### src/rtl/hash_pkg.sv
// Shared constants for the multiply-shift hash pipeline: default odd seeds
// and the table-index width helper.
package hash_pkg;

    localparam int MAX_HASHES = 8;

    // Odd multipliers; only the low KEY_WIDTH bits are used by a given build.
    localparam logic [63:0] DEFAULT_SEEDS [MAX_HASHES] = '{
        64'h0000_0000_9E37_79B1,
        64'h0000_0000_85EB_CA6B,
        64'h0000_0000_C2B2_AE35,
        64'h0000_0000_27D4_EB2F,
        64'h0000_0000_1656_67B1,
        64'h0000_0000_D3A2_646D,
        64'h0000_0000_FD70_46C5,
        64'h0000_0000_B55A_4F09
    };

    function automatic int hash_width(input int num_entries);
        return $clog2(num_entries);
    endfunction

endpackage

### src/rtl/mult_shift_hash.sv
// One hash lane: registered truncated product of key and seed, then the
// registered top HASH_WIDTH bits of that product.
module mult_shift_hash #(
    parameter int KEY_WIDTH  = 32,
    parameter int HASH_WIDTH = 8
) (
    input  logic                  clock,
    input  logic                  reset,
    input  logic                  en_p1,
    input  logic                  en_p2,
    input  logic [KEY_WIDTH-1:0]  key_p0,
    input  logic [KEY_WIDTH-1:0]  seed,
    output logic [HASH_WIDTH-1:0] hash_p2
);

    logic [KEY_WIDTH-1:0] prod_p1;

    function automatic logic [HASH_WIDTH-1:0] extract_hash(input logic [KEY_WIDTH-1:0] prod);
        return HASH_WIDTH'(prod >> (KEY_WIDTH - HASH_WIDTH));
    endfunction

    // Stage p1: product mod 2^KEY_WIDTH
    always_ff @(posedge clock) begin
        if (en_p1) begin
            prod_p1 <= key_p0 * seed;
        end
    end

    // Stage p2: extracted hash, cleared on reset so the output is defined
    always_ff @(posedge clock) begin
        if (reset) begin
            hash_p2 <= '0;
        end else if (en_p2) begin
            hash_p2 <= extract_hash(prod_p1);
        end
    end

endmodule

### src/rtl/multi_hash_pipe.sv
// Three-stage multiply-shift hash pipeline computing NUM_HASHES independent
// table indices per key, with writable odd seeds and valid/ready handshakes.
module multi_hash_pipe
    import hash_pkg::*;
#(
    parameter int NUM_ENTRIES_PER_HASH_TABLE = 256,
    parameter int NUM_HASHES                 = 2,
    parameter int KEY_WIDTH                  = 32,
    parameter int TAG_WIDTH                  = 8,
    localparam int HASH_WIDTH                = hash_width(NUM_ENTRIES_PER_HASH_TABLE),
    localparam int SEED_IDX_WIDTH            = (NUM_HASHES > 1) ? $clog2(NUM_HASHES) : 1
) (
    input  logic                             clock,
    input  logic                             reset,
    input  logic                             in_valid,
    output logic                             in_ready,
    input  logic [KEY_WIDTH-1:0]             in_key,
    input  logic [TAG_WIDTH-1:0]             in_tag,
    output logic                             out_valid,
    input  logic                             out_ready,
    output logic [NUM_HASHES*HASH_WIDTH-1:0] out_hash,
    output logic [TAG_WIDTH-1:0]             out_tag,
    input  logic                             seed_we,
    input  logic [SEED_IDX_WIDTH-1:0]        seed_idx,
    input  logic [KEY_WIDTH-1:0]             seed_data,
    output logic                             seed_ready
);

    logic                 vld_p0, vld_p1, vld_p2;
    logic                 en_p0, en_p1, en_p2;
    logic                 stall, accept;
    logic [KEY_WIDTH-1:0] key_p0;
    logic [TAG_WIDTH-1:0] tag_p0, tag_p1, tag_p2;
    logic [KEY_WIDTH-1:0] seed_q [NUM_HASHES];

    // A stage may load whenever it is empty or its contents move on, so
    // bubbles collapse even while the output is held.
    assign stall      = vld_p2 && !out_ready;
    assign en_p2      = !vld_p2 || out_ready;
    assign en_p1      = !vld_p1 || en_p2;
    assign en_p0      = !vld_p0 || en_p1;
    assign in_ready   = !stall && !seed_we;
    assign accept     = in_valid && in_ready;
    assign seed_ready = !vld_p0 && !vld_p1 && !vld_p2;

    assign out_valid  = vld_p2;
    assign out_tag    = tag_p2;

    always_ff @(posedge clock) begin
        if (reset) begin
            vld_p0 <= 1'b0;
            vld_p1 <= 1'b0;
            vld_p2 <= 1'b0;
        end else begin
            if (en_p0) vld_p0 <= accept;
            if (en_p1) vld_p1 <= vld_p0;
            if (en_p2) vld_p2 <= vld_p1;
        end
    end

    // Stage p0: key and tag capture
    always_ff @(posedge clock) begin
        if (en_p0) begin
            key_p0 <= in_key;
            tag_p0 <= in_tag;
        end
    end

    // Stage p1/p2: tag follows the products through the lanes
    always_ff @(posedge clock) begin
        if (en_p1) begin
            tag_p1 <= tag_p0;
        end
    end

    always_ff @(posedge clock) begin
        if (reset) begin
            tag_p2 <= '0;
        end else if (en_p2) begin
            tag_p2 <= tag_p1;
        end
    end

    // Seeds only change with the pipe empty, so in-flight keys never see a
    // mix of old and new seeds; bit 0 is forced high to keep them odd.
    always_ff @(posedge clock) begin
        if (reset) begin
            for (int i = 0; i < NUM_HASHES; i++) begin
                seed_q[i] <= DEFAULT_SEEDS[i][KEY_WIDTH-1:0];
            end
        end else if (seed_we && seed_ready) begin
            for (int i = 0; i < NUM_HASHES; i++) begin
                if (32'(seed_idx) == i) begin
                    seed_q[i] <= seed_data | KEY_WIDTH'(1);
                end
            end
        end
    end

    for (genvar i = 0; i < NUM_HASHES; i++) begin : g_lane
        mult_shift_hash #(
            .KEY_WIDTH  (KEY_WIDTH),
            .HASH_WIDTH (HASH_WIDTH)
        ) u_lane (
            .clock   (clock),
            .reset   (reset),
            .en_p1   (en_p1),
            .en_p2   (en_p2),
            .key_p0  (key_p0),
            .seed    (seed_q[i]),
            .hash_p2 (out_hash[i*HASH_WIDTH +: HASH_WIDTH])
        );
    end

endmodule

### config.mk
export PLATFORM = sky130hd
export DESIGN_NAME = multi_hash_pipe
export DESIGN_NICKNAME = d
export VERILOG_FILES = /design/src/rtl/hash_pkg.sv /design/src/rtl/mult_shift_hash.sv /design/src/rtl/multi_hash_pipe.sv
export SDC_FILE = /design/constraint.sdc
export NUM_CORES = 2
export LEC_CHECK = 0
export ABC_AREA = 1
export CORE_UTILIZATION = 60
export CTS_CLUSTER_SIZE = 14
export DETAILED_ROUTE_END_ITERATION = 10
export PLACE_DENSITY = 0.78
export SETUP_SLACK_MARGIN = 0.1
export SLEW_MARGIN = 15
export SYNTH_ARGS = -nofsm -noshare
export SYNTH_HDL_FRONTEND = slang
export SYNTH_SLANG_ARGS = --single-unit
### constraint.sdc
create_clock -name clock -period 10.9 [get_ports clock]
set_input_delay 1.09 -clock clock [delete_from_list [all_inputs] [get_ports clock]]
set_output_delay 1.09 -clock clock [all_outputs]
set_load 0.01 [all_outputs]
Yosys cells after proc, flatten, opt, wreduce, memory -nomap -nowiden:

Memories as Yosys holds them, arrays and structs flattened.
Cells that the tools add are included.

* logic and storage cells: 43
* input bits: 78
* register bits: 139
* output and inout bits: 27
* memory bits (writable): 62
* memories: 1

* bitwise gates (word level): 2
* mux-type cells: 12
* $mul: 2
* reductions and logical operators: 15

Memories
* seed_q: words 2, width 31, rd ports 2, clocked after Yosys merged registers in 0, wr ports 2, RTL line multi_hash_pipe.sv:34 `logic [KEY_WIDTH-1:0] seed_q [NUM_HASHES];`

Operators with widths (count)
* $mul A32 B32 Y32: 2
* $mux W31: 2
* $mux W1: 10
* $logic_and A1 B1 Y1: 6
* $logic_not A1 Y1: 6
* $logic_or A1 B1 Y1: 3
* $or A1 B1 Y1: 2

Logic depth before layout (Yosys ltp):

* depth in word-level cells: 8
* gate-level depth with buffers: 36
* gate-level depth less buffers: 33

Cells and area by module:

From an unflattened synthesis, not the netlist that was laid out.

* cell total of the unflattened synthesis: 4977
* area, all modules: 38713.4 um2

Modules (own cells, without submodules)
* mult_shift_hash at g_lane[0].u_lane: sequential area each 400.4 um2, times used 1, area an instance 17405.4 um2, cells each 2395
* mult_shift_hash at g_lane[1].u_lane: sequential area each 400.4 um2, times used 1, area an instance 17181.5 um2, cells each 2326
* multi_hash_pipe: sequential area each 3523.4 um2, times used 1, area an instance 4126.5 um2, cells each 256

Least setup slack after synthesis:

No wires, ideal clock.

* path type: flip-flop to flip-flop
* start: register key_p0[11]
* end: register g_lane[0].u_lane.prod_p1[31] (data pin)
* data arrival time: 6375 ps
* setup time: 253 ps
* data required time: 10647 ps
* slack: 4273 ps
* cell stages (with the launch flop): 27
* period minus slack after synthesis: 6627 ps
* path buffers: 2
* path through: edfxtp_1 clkbuf_1 buf_1 nand2_1 fa_1 inv_1 fa_1 inv_1 fa_1 inv_1 fa_1 inv_1 fa_1 fa_1 inv_1 fa_1 fa_1 ha_1 inv_1 nor3_1 inv_1 nor2_1 and3_1 nand2_1 nand3_1 nand3b_1 nand2_1

* longest elaborated chain between the ends: 1

Ends and longest elaborated chain
* from (decl): RTL line multi_hash_pipe.sv:32 `logic [KEY_WIDTH-1:0] key_p0;`
* from (signal assigned): RTL line multi_hash_pipe.sv:64 `key_p0 <= in_key;`
* $mul A32 B32 Y32: RTL line mult_shift_hash.sv:25 `prod_p1 <= key_p0 * seed;`
* to (signal assigned): RTL line mult_shift_hash.sv:25
* to (decl): RTL line mult_shift_hash.sv:16 `logic [KEY_WIDTH-1:0] prod_p1;`

No other way between the ends.
A chain may end at the register's enable or synchronous reset.

Final worst setup path:

* start: register key_p0[14]
* end: register g_lane[1].u_lane.prod_p1[31] (data pin)

* longest elaborated chain between the ends: 1

Ends and longest elaborated chain (RTL line)
* $mul A32 B32 Y32: mult_shift_hash.sv:25
* to (signal assigned): mult_shift_hash.sv:25
* to (decl): mult_shift_hash.sv:16

No other way between the ends.

==> flow_summary.toml <==
[synthesis]
netlist_instances = 4688
yosys.cell_types.count = 41
synth_nets = 5820
synth.top_cell.area_share_pct = 43.4
synth_seq_cells = 153
yosysWarnings = 0
synth-edff-count = 126
ys_seq_area_share_pct = 11.5
synth_area_leaders = "fa_1 (43%), inv_1 (15%), nand2_1 (13%)"
synth_area_leader_cell = "fa_1"
synth_area_per_cell_um2 = 8.01
synth_area_mm2 = 0.0375
synthArstFlopShare_pct = 0
synth_ff_type = "edfxtp_1"

[critical_path]
slowest_delay_ps = 1040
worstPathArrival_ps = 7910
critPathLaunchType = "flip-flop"
cp_max_fo = 19
cp_common_cell = "fa_1"
worst-setup-path-type = "reg2reg"
r2r_setup_slack_ps = 3230
worstPathRequired_ps = 11130
cp-end-kind = "flip-flop"
cpMaxStageDelayCell = "edfxtp_1"

[clock_network]
clk_path_buf_depth = 2
root_buffer = "clkbuf_16"
cts_resized = 0
clock_latency_ps = 490
cts_sinks = 153
cts_tree = "done"
htree_levels = 4
clk_pin_slew_ps = 90
cts_hold_buf = 0
post_cts_buffers = 0
cts_inserted_buffers = 17

[global_routing]
overflow = 0
antenna_found_initial = 0
grt_pass1_wl_um = 163000
grt_usage_pct = 33.5
grt_pass1_vias = 31700
grt_max_degree = 52

[floorplanning]
dieArea_mm2 = 0.0636
core.rowCount = 91
dieHeight_um = 252
core_area_mm2 = 0.0617
die_w_um = 252
pin_count = 105
start_util_pct = 60.8

[route]
ant_nets = 0
wirelength_um = 97500
drcViolationCount = 0
via_per_inst = 5.28
drtIter0Drc = 2552
dr_total_vias = 29000
wl_per_cell_um = 17.7
dr.pass1.iters = 7

[sta]
skew_ps = 23.9
hold_violations = 0
report.final.setup_viol = 0
rsz0062_at_grt = "false"
timing.final.ws_setup_ps = 3230
min_period_over_period_pct = 70.4
fmax_mhz = 130
worstMarginPinSlew_ps = 1210
setup_tns_ps = 0
fin_crit_ps = 7670
slew_headroom_pct = 19.2
slew_violations = 0

[flow_run]
cap_violations = 0

[status]
status = "completed"

[finish]
area_growth_pct = 5.76
drive_gt1_share_pct = 2.12
fin_nets = 5780
layout_common_cells = "inv_1 (1,472), nand2_1 (1,345), fa_1 (814)"
n_antenna_cell = 0
final_common_cell = "inv_1"
fillers = 5155

[hold_path]
hold_path_class = "reg2reg"

[placement]
gp_congestion = 0.971
dp_hpwl_um = 73000
io_buffers = 103
dp_worst_setup_slack_ps = 3320
==> worst max-delay path, delay by kind of cell (launching register included) <==
kind	cells	cell delay (ps)
AOI/OAI and AO/OA	3	530
adders and majority gates	9	4250
buffers and inverters	8	890
DFF	1	1040
and+or+nand+nor	6	690
==> final cells by class <==
class / instances / area (um2) / area share (%)
timing repair buffer: 153 / 1410 / 3.56
clock inverter: 15 / 140 / 0.353
tap: 837 / 1050 / 2.64
inverter: 1478 / 5550 / 14.0
sequential: 153 / 4320 / 10.9
multi-input combinational: 2845 / 26800 / 67.5
clock buffer: 17 / 425 / 1.07
==> routing by layer <==
metal | GRT usage [%] | share of wire, %
met1 | 43.5 | 38
met2 | 54.0 | 47
met3 | 7.38 | 11
met4 | 15.0 | 4.6
met5 | 0 | 0
==> cells in the mapped netlist, drive strengths merged, types with 3 or more instances <==
cell,number
nand3b,14
nor4,6
buf,87
ha,240
clkinv,3
edfxtp,126
nand4,6
o21ai,57
clkbuf,125
o211ai,3
nor2,120
xnor2,24
nand2,1347
inv,1475
nand3,74
a21oi,61
fa,814
or2,9
nor3,10
xor2,35
dfxtp,27
o21a,7
==> metrics by stage <==
| step | hold WS, ps | cells | cell area [um2] | util [%] |
|---|---|---|---|---|
| 2_1_floorplan | 400 | 4688 | 37500 | - |
| 3_3_place_gp | 405 | 5465 | 39100 | 63.4 |
| 3_5_place_dp | 406 | 5465 | 39100 | 63.4 |
| 4_1_cts | 422 | 5497 | 39700 | 64.3 |
| 5_1_grt | 430 | 5498 | 39700 | 64.3 |
| 6_report | 421 | 5498 | 39700 | 64.3 |
==> logic make-up after synthesis <==
kind of cell             Yosys count  synth area share [%]
flip-flops                       153                  11.5
adder cells (fa/ha/maj)         1054                  51.4
AND/OR/NAND/NOR                 1589                  16.5
buffers and inverters           1690                  17.1
XOR/XNOR                          59                  1.40
AO/OA/AOI/OAI                    143                  2.08
==> sequential cells by signal (all words and copies together), names as in the netlist <==
signal / flops
g_lane.u_lane.prod_p1: 16
vld_p0: 1
g_lane.u_lane.hash_p2: 16
out_valid: 1
tag_p1: 8
vld_p1: 1
seed_q: 62
tag_p0: 8
key_p0: 32
out_tag: 8
==> worst paths after layout <==
kind / from / endpoint / depth (start not counted)
setup reg to reg: key_p0[14] / g_lane[1].u_lane.prod_p1[31] / 26
hold reg to reg: tag_p0[5] / tag_p1[5] / 0
hold / removal: tag_p0[5] / tag_p1[5] / 0
setup / recovery: key_p0[14] / g_lane[1].u_lane.prod_p1[31] / 26
Power is not shown: default switching activity piles up to over one toggle a cycle in this logic, so the estimate is an artifact.
